==> config.mk <==
export PLATFORM = sky130hd
export DESIGN_NAME = multicycle_controller
export DESIGN_NICKNAME = d
export VERILOG_FILES = /design/src/rtl/multicycle_controller.sv
export SDC_FILE = /design/constraint.sdc
export NUM_CORES = 1
export LEC_CHECK = 0
export BUFFER_PORTS_ARGS = -buffer_cell sky130_fd_sc_hd__buf_2
export CAP_MARGIN = 20
export CORE_UTILIZATION = 43
export CTS_BUF_LIST = sky130_fd_sc_hd__clkbuf_16
export DETAILED_ROUTE_END_ITERATION = 6
export PLACE_DENSITY = 0.76
export SLEW_MARGIN = 20
export SYNTH_ARGS = -nofsm -noshare
export SYNTH_HDL_FRONTEND = slang
export SYNTH_SLANG_ARGS = --single-unit
==> constraint.sdc <==
create_clock -name clk -period 1.66 [get_ports clk]
set_input_delay 0.166 -clock clk [delete_from_list [all_inputs] [get_ports clk]]
set_output_delay 0.166 -clock clk [all_outputs]
set_load 0.005 [all_outputs]
==> src/rtl/multicycle_controller.sv <==
// Sequencing FSM for the multicycle RV32I core: decodes the instruction fields and drives datapath selects/enables.
// Optional feature: define MULTICYCLE_CTRL_BNE_EN to let BRANCH take bne (funct3 001) on !zero.
module multicycle_controller (
  input  logic       clk,
  input  logic       reset,
  input  logic [6:0] op,
  input  logic [2:0] funct3,
  input  logic       funct7b5,
  input  logic       zero,
  input  logic       mem_ready,
  output logic       mem_req,
  output logic       adrsrc,
  output logic       irwrite,
  output logic       pcwrite,
  output logic       regwrite,
  output logic       memwrite,
  output logic [1:0] alusrca,
  output logic [1:0] alusrcb,
  output logic [1:0] resultsrc,
  output logic [2:0] alucontrol,
  output logic [1:0] immsrc,
  output logic       illegal,
  output logic [3:0] state
);

  typedef enum logic [3:0] {
    S_FETCH    = 4'd0,
    S_DECODE   = 4'd1,
    S_MEMADR   = 4'd2,
    S_MEMREAD  = 4'd3,
    S_MEMWB    = 4'd4,
    S_MEMWRITE = 4'd5,
    S_EXECUTER = 4'd6,
    S_EXECUTEI = 4'd7,
    S_ALUWB    = 4'd8,
    S_BRANCH   = 4'd9,
    S_JAL      = 4'd10,
    S_ILLEGAL  = 4'd15
  } state_t;

  localparam logic [2:0] ALU_ADD = 3'b000;
  localparam logic [2:0] ALU_SUB = 3'b001;
  localparam logic [2:0] ALU_AND = 3'b010;
  localparam logic [2:0] ALU_OR  = 3'b011;
  localparam logic [2:0] ALU_SLT = 3'b101;

  state_t r_state;
  state_t w_next;

  function automatic logic [2:0] alu_decode(input logic [6:0] f_op, input logic [2:0] f_f3,
                                            input logic f_f7b5);
    logic [2:0] f_alu;
    case (f_f3)
      3'b000:  f_alu = (f_op[5] & f_f7b5) ? ALU_SUB : ALU_ADD;
      3'b010:  f_alu = ALU_SLT;
      3'b110:  f_alu = ALU_OR;
      3'b111:  f_alu = ALU_AND;
      default: f_alu = ALU_ADD;
    endcase
    return f_alu;
  endfunction

  function automatic logic branch_taken(input logic [2:0] f_f3, input logic f_zero);
    logic f_tk;
`ifdef MULTICYCLE_CTRL_BNE_EN
    case (f_f3)
      3'b000:  f_tk = f_zero;
      3'b001:  f_tk = !f_zero;
      default: f_tk = 1'b0;
    endcase
`else
    f_tk = (f_f3 == 3'b000) && f_zero;
`endif
    return f_tk;
  endfunction

  always_ff @(posedge clk or posedge reset) begin
    if (reset) r_state <= S_FETCH;
    else       r_state <= w_next;
  end

  always_comb begin
    w_next = r_state;
    case (r_state)
      S_FETCH:    if (mem_ready) w_next = S_DECODE;
      S_DECODE: begin
        case (op)
          7'b0000011, 7'b0100011: w_next = S_MEMADR;
          7'b0110011:             w_next = S_EXECUTER;
          7'b0010011:             w_next = S_EXECUTEI;
          7'b1100011:             w_next = S_BRANCH;
          7'b1101111:             w_next = S_JAL;
          default:                w_next = S_ILLEGAL;
        endcase
      end
      S_MEMADR:   w_next = op[5] ? S_MEMWRITE : S_MEMREAD;
      S_MEMREAD:  if (mem_ready) w_next = S_MEMWB;
      S_MEMWRITE: if (mem_ready) w_next = S_FETCH;
      S_MEMWB:    w_next = S_FETCH;
      S_BRANCH:   w_next = S_FETCH;
      S_EXECUTER: w_next = S_ALUWB;
      S_EXECUTEI: w_next = S_ALUWB;
      S_JAL:      w_next = S_ALUWB;
      S_ALUWB:    w_next = S_FETCH;
      S_ILLEGAL:  w_next = S_ILLEGAL;
      default:    w_next = S_FETCH;
    endcase
  end

  always_comb begin
    mem_req    = 1'b0;
    adrsrc     = 1'b0;
    irwrite    = 1'b0;
    pcwrite    = 1'b0;
    regwrite   = 1'b0;
    memwrite   = 1'b0;
    alusrca    = 2'b00;
    alusrcb    = 2'b00;
    resultsrc  = 2'b00;
    alucontrol = ALU_ADD;
    illegal    = 1'b0;
    case (op)
      7'b0100011: immsrc = 2'b01;
      7'b1100011: immsrc = 2'b10;
      7'b1101111: immsrc = 2'b11;
      default:    immsrc = 2'b00;
    endcase
    case (r_state)
      S_FETCH: begin
        mem_req   = 1'b1;
        alusrcb   = 2'b10;
        resultsrc = 2'b10;
        irwrite   = mem_ready;
        pcwrite   = mem_ready;
      end
      // DECODE precomputes the branch target into ALUOut
      S_DECODE: begin
        alusrca = 2'b01;
        alusrcb = 2'b01;
      end
      S_MEMADR: begin
        alusrca = 2'b10;
        alusrcb = 2'b01;
      end
      S_MEMREAD: begin
        mem_req = 1'b1;
        adrsrc  = 1'b1;
      end
      S_MEMWB: begin
        resultsrc = 2'b01;
        regwrite  = 1'b1;
      end
      S_MEMWRITE: begin
        mem_req  = 1'b1;
        memwrite = 1'b1;
        adrsrc   = 1'b1;
      end
      S_EXECUTER: begin
        alusrca    = 2'b10;
        alucontrol = alu_decode(op, funct3, funct7b5);
      end
      S_EXECUTEI: begin
        alusrca    = 2'b10;
        alusrcb    = 2'b01;
        alucontrol = alu_decode(op, funct3, funct7b5);
      end
      S_ALUWB:    regwrite = 1'b1;
      S_BRANCH: begin
        alusrca    = 2'b10;
        alucontrol = ALU_SUB;
        pcwrite    = branch_taken(funct3, zero);
      end
      S_JAL: begin
        alusrca = 2'b01;
        alusrcb = 2'b10;
        pcwrite = 1'b1;
      end
      S_ILLEGAL:  illegal = 1'b1;
      default:    ;
    endcase
    // Reset is asynchronous, so side-effecting strobes must drop in the same cycle it rises
    if (reset) begin
      mem_req  = 1'b0;
      irwrite  = 1'b0;
      pcwrite  = 1'b0;
      regwrite = 1'b0;
      memwrite = 1'b0;
      illegal  = 1'b0;
    end
  end

  assign state = r_state;

endmodule
; Word level (Yosys, flattened, before mapping)
; Index checks and enable logic that the tools add are counted.
[classes]
bitwise_logic = 1
muxes = 26
n_eq_ne = 23
n_reduce_logical = 14
[ops]
columns = op, count
row1 = 4-bit one-hot mux with 7 select lines, 1
row2 = 4-bit one-hot mux with 5 select lines, 1
row3 = 4-bit by 3-bit == test with 1-bit output (second input constant), 4
row4 = 4-bit == test (second input constant), 4
row5 = 7-bit by 6-bit == test with 1-bit output (second input constant), 2
row6 = 7-bit == test (second input constant), 2
row7 = 1-bit 2-to-1 mux, 13
row8 = 4-bit 2-to-1 mux, 3
row9 = 2-bit one-hot mux with 2 select lines, 3
row10 = 3-bit one-hot mux with 4 select lines, 1
row11 = 2-bit OR reduction, 6
row12 = 3-bit OR reduction, 3
row13 = 4-bit by 2-bit == test with 1-bit output (second input constant), 2
row14 = 7-bit by 2-bit == test with 1-bit output (second input constant), 1
row15 = 7-bit by 5-bit == test with 1-bit output (second input constant), 1
row16 = 3-bit == test (second input constant), 2
row17 = 2-bit inequality test (second input constant), 3
row18 = 2-bit one-hot mux with 3 select lines, 1
row19 = 3-bit one-hot mux with 2 select lines, 1
row20 = 4-bit by 1-bit == test with 1-bit output (second input constant), 1
row21 = 4-bit zero test, 1
row22 = 4-bit OR reduction, 1
row23 = 3-bit by 2-bit == test with 1-bit output (second input constant), 1
row24 = 3-bit zero test, 1
row25 = other kinds (5), 5
[word_totals]
output_inout_bits = 22
elab_cells = 65
in_bits = 15
regBits = 4

; Logic depth before layout (Yosys ltp)
; Gate-level depths: netlist of the first run.
[depth]
word_depth = 4
mapped_depth = 5
mapped_depth_nobuf = 4

; Worst setup path after synthesis of the first run
; No wires, ideal clock.
[synth_timing]
kind = register to output
start = reg r_state[3] (netlist: state[3])
end = out pcwrite
required_ps = 1494
n_path_buf = 0
stages_incl_launch_ff = 5
arrival_ps = 1235
setup_slack_ps = 259
path_cell_list = dfrtp_1 > or3b_2 > a21oi_1 > a21oi_1 > nor3_1
[synth_between]
elab_chain_cells = 3
elab_cells_between_ends = 5
cone_classes = eq/ne: 2 / mux: 2 / reduce/logical: 1
[synth_rtl]
columns = element, line_no
row1 = from (decl), 47  ; state_t r_state;
row2 = from (signal assigned), 79  ; else r_state <= w_next;
row3 = 4-bit == test or 4-bit zero test (tied branches), 128  ; case (r_state)
row4 = 1-bit one-hot mux with 3 select lines *, 128
row5 = 1-bit 2-to-1 mux *, 182  ; if (reset) begin
row6 = to (decl), 14  ; output logic pcwrite,
; Every way passes the cells marked *; elsewhere a longest branch is shown, timed or not.

; Worst setup path in the final report of the first run
[layout_timing]
start = reg r_state[1] (netlist: state[1])
end = out pcwrite
; Same word-level chain as after synthesis.

==> impl_metrics.tcl, run 1 <==
set metrics [dict create \
    numCtsBuffers 3 \
    antenna_found_initial 0 \
    dp_hpwl_um 1460 \
    clkSlewWorstSetupHoldPaths_ps 30 \
    nFillCells 104 \
    fmax_mhz 578 \
    cp_slowest_cell "dfrtp_2" \
    slew_headroom 0.796 \
    syn_area_um2 652 \
    crit_chain "or3b_4 > a21oi_2 > a21oi_2 > nor3_2 > buf_2" \
    peakVddDrop_v 0.000661 \
    critical_path.startpoint_type "flop" \
    worst_pin_slew_ps 302 \
    period_share 1.04 \
    drive_gt1_frac 0.471 \
    drc 0 \
    core-area_um2 1350 \
    skew_ps 1.38 \
    die-area_um2 1680 \
    slowest_delay_ps 430 \
    root_buffer "clkbuf_16" \
    wl_um 2100 \
    layout_commonest_cell "buf_2" \
    min_period_ps 1730 \
    portBuffers 36 \
    syn_to_final_growth_pct 56.6 \
    avgRoutedWirePerCell_um 13.6 \
    critical_path_arrival_ps 1560 \
    grt.overflow.total 0 \
    gp_congestion 0.818 \
    synth_edf_count 0 \
    crit_type "flop to output port" \
    dr.pass1.iters 4 \
    ys.flop_type "dfrtp_1" \
    outcome "finished, violations left" \
    die_h_um 40.9 \
    final_cell_mix "36 x buf_2, 10 x nand2_1, 9 x nor2_1, 9 x buf_4, 6 x nor3_1" \
    power_density_nw_per_um2 1690 \
    worstPathRequired_ps 1490 \
    vias_per_cell 5.54 \
    syn-num-nets 108 \
    ys_types 36 \
    clock_latency_ps 220 \
    p_total_uw 1720 \
    ant_nets 0 \
    fin_nets 157 \
    pin_count 37 \
    yosys_warnings 0 \
    final_util 0.756 \
    grt_pass1_wl_um 2970 \
    cts_sinks 4 \
    clock_path_buffers 2 \
    drv_slew 0 \
    syn_inst 93 \
    cts_tree "done" \
    die_x_um 40.9 \
    final.setup.worst_slack_ps -69.3 \
    htreeDepth 1 \
    hold_viol 0 \
    path_common_cell "a21oi_2" \
    yosysSeqAreaShare 0.154 \
    vias 859 \
    synth_seq_cells 4 \
    row_count 13 \
    cap_violations 0 \
    violations "negative setup slack" \
    worstHoldPathType "input port to flop" \
    setup-tns-final_ps -69.3 \
    synth.avg_cell_area_um2 7.01 \
    drt_iter0_drc 27 \
    largest_reg_flops 4 \
    grt_max_degree 14 \
    dp_slack_ps 152 \
    endpoint_kind "output port" \
    grt_pass1_vias 702 \
    finalSetupViolations 1 \
    crit_path_max_fanout 7 \
    rsz0062_at_grt "yes" \
    async_reset_ff_frac 1.00 \
    grt_usage 0.266 \
    p_leak_uw 0.000509 \
    placedCellCount 145 \
    final_cells 155 \
    n_antenna_cell 0 \
    start_util 0.483 \
]
==> path summary, 6_finish.rpt <==
kind | start | end | slack [ps] | cells past startpoint
worst max-delay path | state[1] | pcwrite | -70 | 5
worst min-delay path | op[1] | state[0] | 350 | 3
worst max register to register | state[3] | state[2] | 280 | 5
worst min register to register | state[2] | state[1] | 640 | 2
max in group asynchronous | reset | state[1] | 1030 | 3
min in group asynchronous | reset | state[2] | 450 | 3
==> cells in the mapped netlist (2+ instances only) <==
| library cell | number | area share |
|---|---|---|
| nor4_1 | 2 | 0.019 |
| o21ai_0 | 5 | 0.038 |
| o31ai_1 | 2 | 0.023 |
| nor2_1 | 9 | 0.052 |
| xnor2_1 | 3 | 0.040 |
| a211oi_1 | 2 | 0.023 |
| inv_1 | 5 | 0.029 |
| dfrtp_1 | 4 | 0.15 |
| nor2b_1 | 4 | 0.038 |
| a31oi_1 | 2 | 0.019 |
| or2b_2 | 2 | 0.027 |
| nand2_1 | 10 | 0.058 |
| clkbuf_8 | 4 | 0.084 |
| nor3_1 | 10 | 0.077 |
| nand3_1 | 3 | 0.023 |
| a21oi_1 | 5 | 0.038 |
| and3_1 | 2 | 0.019 |
==> final cells by class <==
type	count	area [um2]	area share
Clock buffer	3	75.1	0.0735
Inverter	5	18.8	0.0184
Timing Repair Buffer	49	285	0.279
Tap cell	15	18.8	0.0184
Sequential cell	4	101	0.0993
Multi-Input combinational cell	79	522	0.511
==> through the flow <==
stage / instance area [um2] / hold slack (ps)
2_1_floorplan: 652 / -62.8
3_3_place_gp: 830 / 114
3_5_place_dp: 830 / 113
4_1_cts: 955 / 365
5_1_grt: 1020 / 370
6_report: 1020 / 355
==> critical path, delay by kind of cell (launching register included) <==
family	cells	cell delay, ps
and+or+nand+nor	2	570
DFF	1	430
buffers and inverters	1	150
AOI/OAI and AO/OA	2	190
==> cell families (layout without fill, tap and decap cells) <==
logic type | Yosys count | after routing | share of synthesized area
simple gates | 51 | 51 | 0.418
compound gates | 24 | 24 | 0.242
buf+inv | 10 | 57 | 0.131
flops | 4 | 4 | 0.154
xor+xnor | 3 | 3 | 0.0403
mux | 1 | 1 | 0.0154
==> what timing repair did <==
action	CTS	global route
setup buffers	2	4
resized for setup	8	8
hold buffers	1	0
hold endpoints to repair	4	0
pin swaps	0	5
endpoints found under the setup margin	6	5
==> metal layers <==
metal  vias to the layer above  wire (um)  global-route usage
met1                       394        892               0.286
met4                         0          0              0.0500
met3                         0         85              0.0163
li1                        436          -                   -
met5                         -          0                   0
met2                        29       1120               0.547
==> power by group <==
part / leakage (uW) / internal, uW / switching [uW]
Combinational: 0.000423 / 556 / 608
Sequential: 0.0000498 / 142 / 45.0
Clock: 0.0000370 / 307 / 65.2
Total: 0.000509 / 1010 / 719
No activity file was read; power rests on OpenSTA's default activity.
==> run 2: changes to the inputs <==
Settings changed: ABC_AREA set to 1, CORE_UTILIZATION 43 to 40, PLACE_DENSITY 0.76 to 0.75.
==> run 2 against run 1 <==
Net effect: highest routed layer is now met4; first-iteration DRC count is 22% lower; critical path depth increased by 3; power fell by 70%; count of clock-buffer cells in the layout is the same; non-clock buffer count is 11 lower; sequential share of layout area increased by 2.2 points; synthesized area is 14% lower; register-to-register slack better by 60 ps; sequential power decreased by 48%; combinational power fell by 96%; utilization decreased by 8.8 points; the run now ends clean.
==> impl_metrics.tcl, run 2 <==
set metrics [dict create \
    htreeDepth 1 \
    cts_tree "done" \
    avgRoutedWirePerCell_um 10.8 \
    row_count 13 \
    yosysTopAreaCell "nand2_1" \
    syn_to_final_growth_pct 54.4 \
    min_period_ps 1600 \
    ys.flop_type "dfrtp_1" \
    synth.avg_cell_area_um2 5.36 \
    grt_pass1_wl_um 2550 \
    cap_violations 0 \
    async_reset_ff_frac 1.00 \
    drv_slew 0 \
    drc 0 \
    largest_reg_flops 4 \
    portBuffers 36 \
    syn_inst 105 \
    yosys.cell_count.top_type "nand2_1" \
    critical_path_arrival_ps 1430 \
    synthTopCellsByArea "nand2_1 19%, dfrtp_1 18%, nand3_1 12%" \
    holdWs_ps 195 \
    synth_common_cells "28 x nand2_1, 16 x inv_1, 16 x nor2_1, 13 x nand3_1, 7 x inv_2" \
    ys_types 17 \
    core-area_um2 1300 \
    peakVddDrop_v 0.00123 \
    final_cell_mix "36 x buf_2, 27 x nand2_1, 15 x nor2_1, 15 x inv_1, 12 x nand3_1" \
    fin_nets 163 \
    vias_per_cell 4.90 \
    root_buffer "clkbuf_16" \
    clock_latency_ps 220 \
    multi_input_area_um2 387 \
    pin_count 37 \
    start_util 0.433 \
    n_antenna_cell 0 \
    hold_viol 0 \
    fmax_mhz 626 \
    gp_congestion 0.930 \
    critical_path.startpoint_type "flop" \
    grt.overflow.total 0 \
    drive_gt1_frac 0.425 \
    drt_iter0_drc 21 \
    clock_path_buffers 2 \
    synth_edf_count 0 \
    cts_sinks 4 \
    die-area_um2 1560 \
    syn-num-nets 120 \
    endpoint_kind "output port" \
    dp_hpwl_um 1310 \
    worst_pin_slew_ps 267 \
    wl_um 1740 \
    slew_headroom 0.821 \
    outcome "finished, final reports clean" \
    p_total_uw 517 \
    numCtsBuffers 3 \
    ant_nets 0 \
    worstPathRequired_ps 1490 \
    period_share 0.962 \
    antenna_found_initial 0 \
    power_density_nw_per_um2 594 \
    grt_max_degree 7 \
    syn_area_um2 563 \
    finalSetupViolations 0 \
    worstHoldPathType "input port to flop" \
    p_leak_uw 0.000517 \
    layout_commonest_cell "buf_2" \
    grt_pass1_vias 654 \
    clkSlewWorstSetupHoldPaths_ps 30 \
    crit_path_max_fanout 4 \
    yosysTopAreaCellShare 0.187 \
    synth_seq_cells 4 \
    dr.pass1.iters 4 \
    nFillCells 121 \
    yosys_warnings 0 \
    skew_ps 4.81 \
    die_x_um 39.5 \
    crit_type "flop to output port" \
    seqCellArea_um2 105 \
    die_h_um 39.5 \
    vias 789 \
    grt_usage 0.239 \
    yosysSeqAreaShare 0.178 \
    final_util 0.668 \
]
run 2: worst paths after layout:
| check | startpoint | to | slack (ps) | cells past startpoint |
|---|---|---|---|---|
| min | mem_ready | state[1] | 200 | 2 |
| max | state[1] | pcwrite | 60 | 8 |
| max in group asynchronous | reset | state[1] | 1010 | 3 |
| min in group asynchronous | reset | state[3] | 450 | 3 |
| max reg2reg | state[3] | state[0] | 340 | 7 |
| min reg2reg | state[0] | state[0] | 620 | 2 |
run 2: cells by family (layout without fill, tap and decap cells):
| logic type | Yosys count | count (layout) | synth area share |
|---|---|---|---|
| buffers and inverters | 23 | 64 | 0.153 |
| DFF | 4 | 4 | 0.178 |
| and+or+nand+nor | 68 | 68 | 0.567 |
| AOI/OAI and AO/OA | 10 | 10 | 0.102 |
run 2: repair_timing:
action / in CTS / in global routing
hold buffers: 1 / 0
endpoints found under the setup margin: 0 / 1
buffers inserted: 0 / 1
gates resized for setup: 0 / 8
hold endpoints to repair: 4 / 0
run 2: report_power, final:
part	internal, uW	total, uW	switching (uW)	leakage, uW
Combinational	19.9	44.7	24.8	0.000447
Sequential	98.1	98.1	0	0.0000337
Clock	308	374	66.2	0.0000370
run 2: per-stage QoR:
stage	worst slack [ps]	cell area [um2]	cells	setup TNS, ps
global route	-4.63	870	161	-4.63
detailed placement	302	762	156	0
global placement	314	762	156	0
floorplan	455	563	105	0
CTS	29.3	847	160	0
finish	63.6	870	161	0
run 2: layout make-up:
cell class	count	area share
multi-input cells	78	0.445
repair buffers	38	0.227
flip-flops and latches	4	0.121
inverters	23	0.0993
clock buffers	3	0.0863
well taps	15	0.0216
run 2: layer usage:
metal | track usage | share of wire | up-vias
li1 | - | - | 413
met1 | 0.259 | 0.40 | 336
met2 | 0.475 | 0.50 | 38
met3 | 0.0455 | 0.089 | 2
met4 | 0.0259 | 0.0092 | 0
met5 | 0 | 0 | -
run 2: critical path, stage by stage, from the launching register on:
cell	delay (ps)
dfrtp_2	430
inv_2	90
nand2_1	110
nor2_2	150
nand4_1	130
nand3_1	100
nand2_1	50
inv_1	60
buf_2	100
==> run 3: changes to the inputs <==
Settings changed: BUFFER_PORTS_ARGS -buffer_cell sky130_fd_sc_hd__buf_2 to -buffer_cell sky130_fd_sc_hd__clkbuf_2, SETUP_SLACK_MARGIN set to 0.1.
==> run 3 against run 2 <==
Net effect: combinational power increased by 2%; register-to-register slack got worse by 90 ps; sequential power about the same; largest cell class unchanged; fmax decreased by 0.21%; sequential share of layout area decreased by 1.0 points; critical endpoint unchanged; clock skew increased by 0.62 ps; routed wire length increased by 23%; utilization increased by 6.3 points.
==> impl_metrics.tcl, run 3 (synthesized netlist as in run 2, its figures left out) <==
set metrics [dict create \
    critical_path.startpoint_type "flop" \
    clkSlewWorstSetupHoldPaths_ps 30 \
    hold_path_startpoint "mem_ready" \
    peakVddDrop_v 0.000450 \
    largest_reg_flops 4 \
    rrSetupSlack_ps 250 \
    cp_slowest_cell "dfrtp_2" \
    final_cell_mix "35 x clkbuf_2, 24 x nand2_1, 14 x inv_1" \
    htreeDepth 1 \
    path_common_cell "nand2_1" \
    cts_tree "done" \
    drive_gt1_frac 0.490 \
    hold_end "state[1]" \
    p_total_uw 521 \
    dr.pass1.iters 4 \
    fin_nets 168 \
    reg2reg_to "state[1]" \
    root_buffer "clkbuf_16" \
    grt_pass1_vias 743 \
    placedCellCount 156 \
    crit_path_max_fanout 6 \
    setup-tns-final_ps 0 \
    antenna_found_initial 0 \
    whs_path_depth 2 \
    outcome "finished, final reports clean" \
    slew_headroom 0.836 \
    worstReg2RegStart "state[1]" \
    critical_path_arrival_ps 1430 \
    finalSetupViolations 0 \
    crit_chain "inv_4 > nand2_2 > nor2_4 > nand2_1 > nand3_1 > nand2_1 > inv_1 > clkbuf_2" \
    vias_per_cell 5.08 \
    wl_um 2140 \
    worstHoldPathType "input port to flop" \
    hold_viol 0 \
    gp_congestion 0.941 \
    power_density_nw_per_um2 548 \
    skew_ps 5.43 \
    grt_max_degree 7 \
    syn_to_final_growth_pct 68.9 \
    min_period_ps 1600 \
    row_count 13 \
    start_util 0.433 \
    rr_worst_depth 7 \
    avgRoutedWirePerCell_um 12.9 \
    n_antenna_cell 0 \
    crit_buf_inv 3 \
    pin_count 37 \
    worst_pin_slew_ps 243 \
    cap_violations 0 \
    clock_path_buffers 2 \
    die_x_um 39.5 \
    dp_hpwl_um 1390 \
    cp_top_family "flip-flops" \
    numCtsBuffers 3 \
    drv_slew 0 \
    ant_nets 0 \
    worstPathRequired_ps 1490 \
    drc 0 \
    layout_commonest_cell "clkbuf_2" \
    slowest_delay_ps 480 \
    fmax_mhz 625 \
    final_cells 166 \
    grt.overflow.total 0 \
    grt_pass1_wl_um 2850 \
    clock_latency_ps 230 \
    crit_type "flop to output port" \
    die_h_um 39.5 \
    drt_iter0_drc 20 \
    p_leak_uw 0.000537 \
    grt_usage 0.265 \
    endpoint_kind "output port" \
    cts_sinks 4 \
    period_share 0.964 \
    die-area_um2 1560 \
    core-area_um2 1300 \
    portBuffers 36 \
    rsz0062_at_grt "yes" \
    vias 843 \
]
-- run 3: routing by layer --
layer | routed length [um] | up-vias | GRT usage
li1 | - | 423 | -
met4 | 53 | 0 | 0.0603
met3 | 137 | 8 | 0.0341
met2 | 1100 | 45 | 0.520
met5 | 0 | - | 0
met1 | 851 | 367 | 0.290
-- run 3: repair_timing --
action	4_1_cts	5_1_grt
hold buffers	1	0
setup buffers	2	4
hold endpoints to repair	4	0
pin swaps	1	4
endpoints found under the setup margin	4	5
resized for setup	12	11
-- run 3: worst reg2reg max path, cell delays in order, from the launching register on --
cell     delay (ps)
dfrtp_2         420
buf_4           160
nand2_1          90
inv_2            60
nand3_1         160
o21ai_1          90
a21oi_1         150
o21ai_0         130
-- run 3: worst max-delay path by stage --
stage | start | endpoint | slack, ps | depth (start not counted)
finish | state[0] | pcwrite | 60 | 8
global route | state[2] | pcwrite | -20 | 8
CTS | state[2] | pcwrite | 80 | 8
detailed placement | state[0] | pcwrite | 280 | 8
global placement | state[1] | pcwrite | 300 | 8
floorplan | state[2] | pcwrite | 460 | 7
-- run 3: final cells by class --
class | count | area [um2]
Clock buffer | 3 | 75.1
Fill cell | 121 | 350
Inverter | 23 | 91.3
Multi-Input combinational cell | 78 | 425
Sequential cell | 4 | 105
Tap cell | 15 | 18.8
Timing Repair Buffer | 43 | 235
-- run 3: per-stage QoR --
step	utilization	hold slack, ps	setup slack, ps	cell area, um2
6_report	0.731	218	60.2	951
5_1_grt	0.731	243	-18.1	951
4_1_cts	0.685	215	81.1	891
3_5_place_dp	0.586	115	280	762
3_3_place_gp	0.586	111	296	762
2_1_floorplan	-	-59.6	455	563
-- run 3: power by group --
group / total [uW] / internal, uW / leakage (uW) / switching [uW]
clock: 377 / 308 / 0.0000370 / 69.2
sequential: 98.1 / 98.1 / 0.0000337 / 0
combinational: 45.7 / 20.0 / 0.000466 / 25.7
total: 521 / 426 / 0.000537 / 94.9
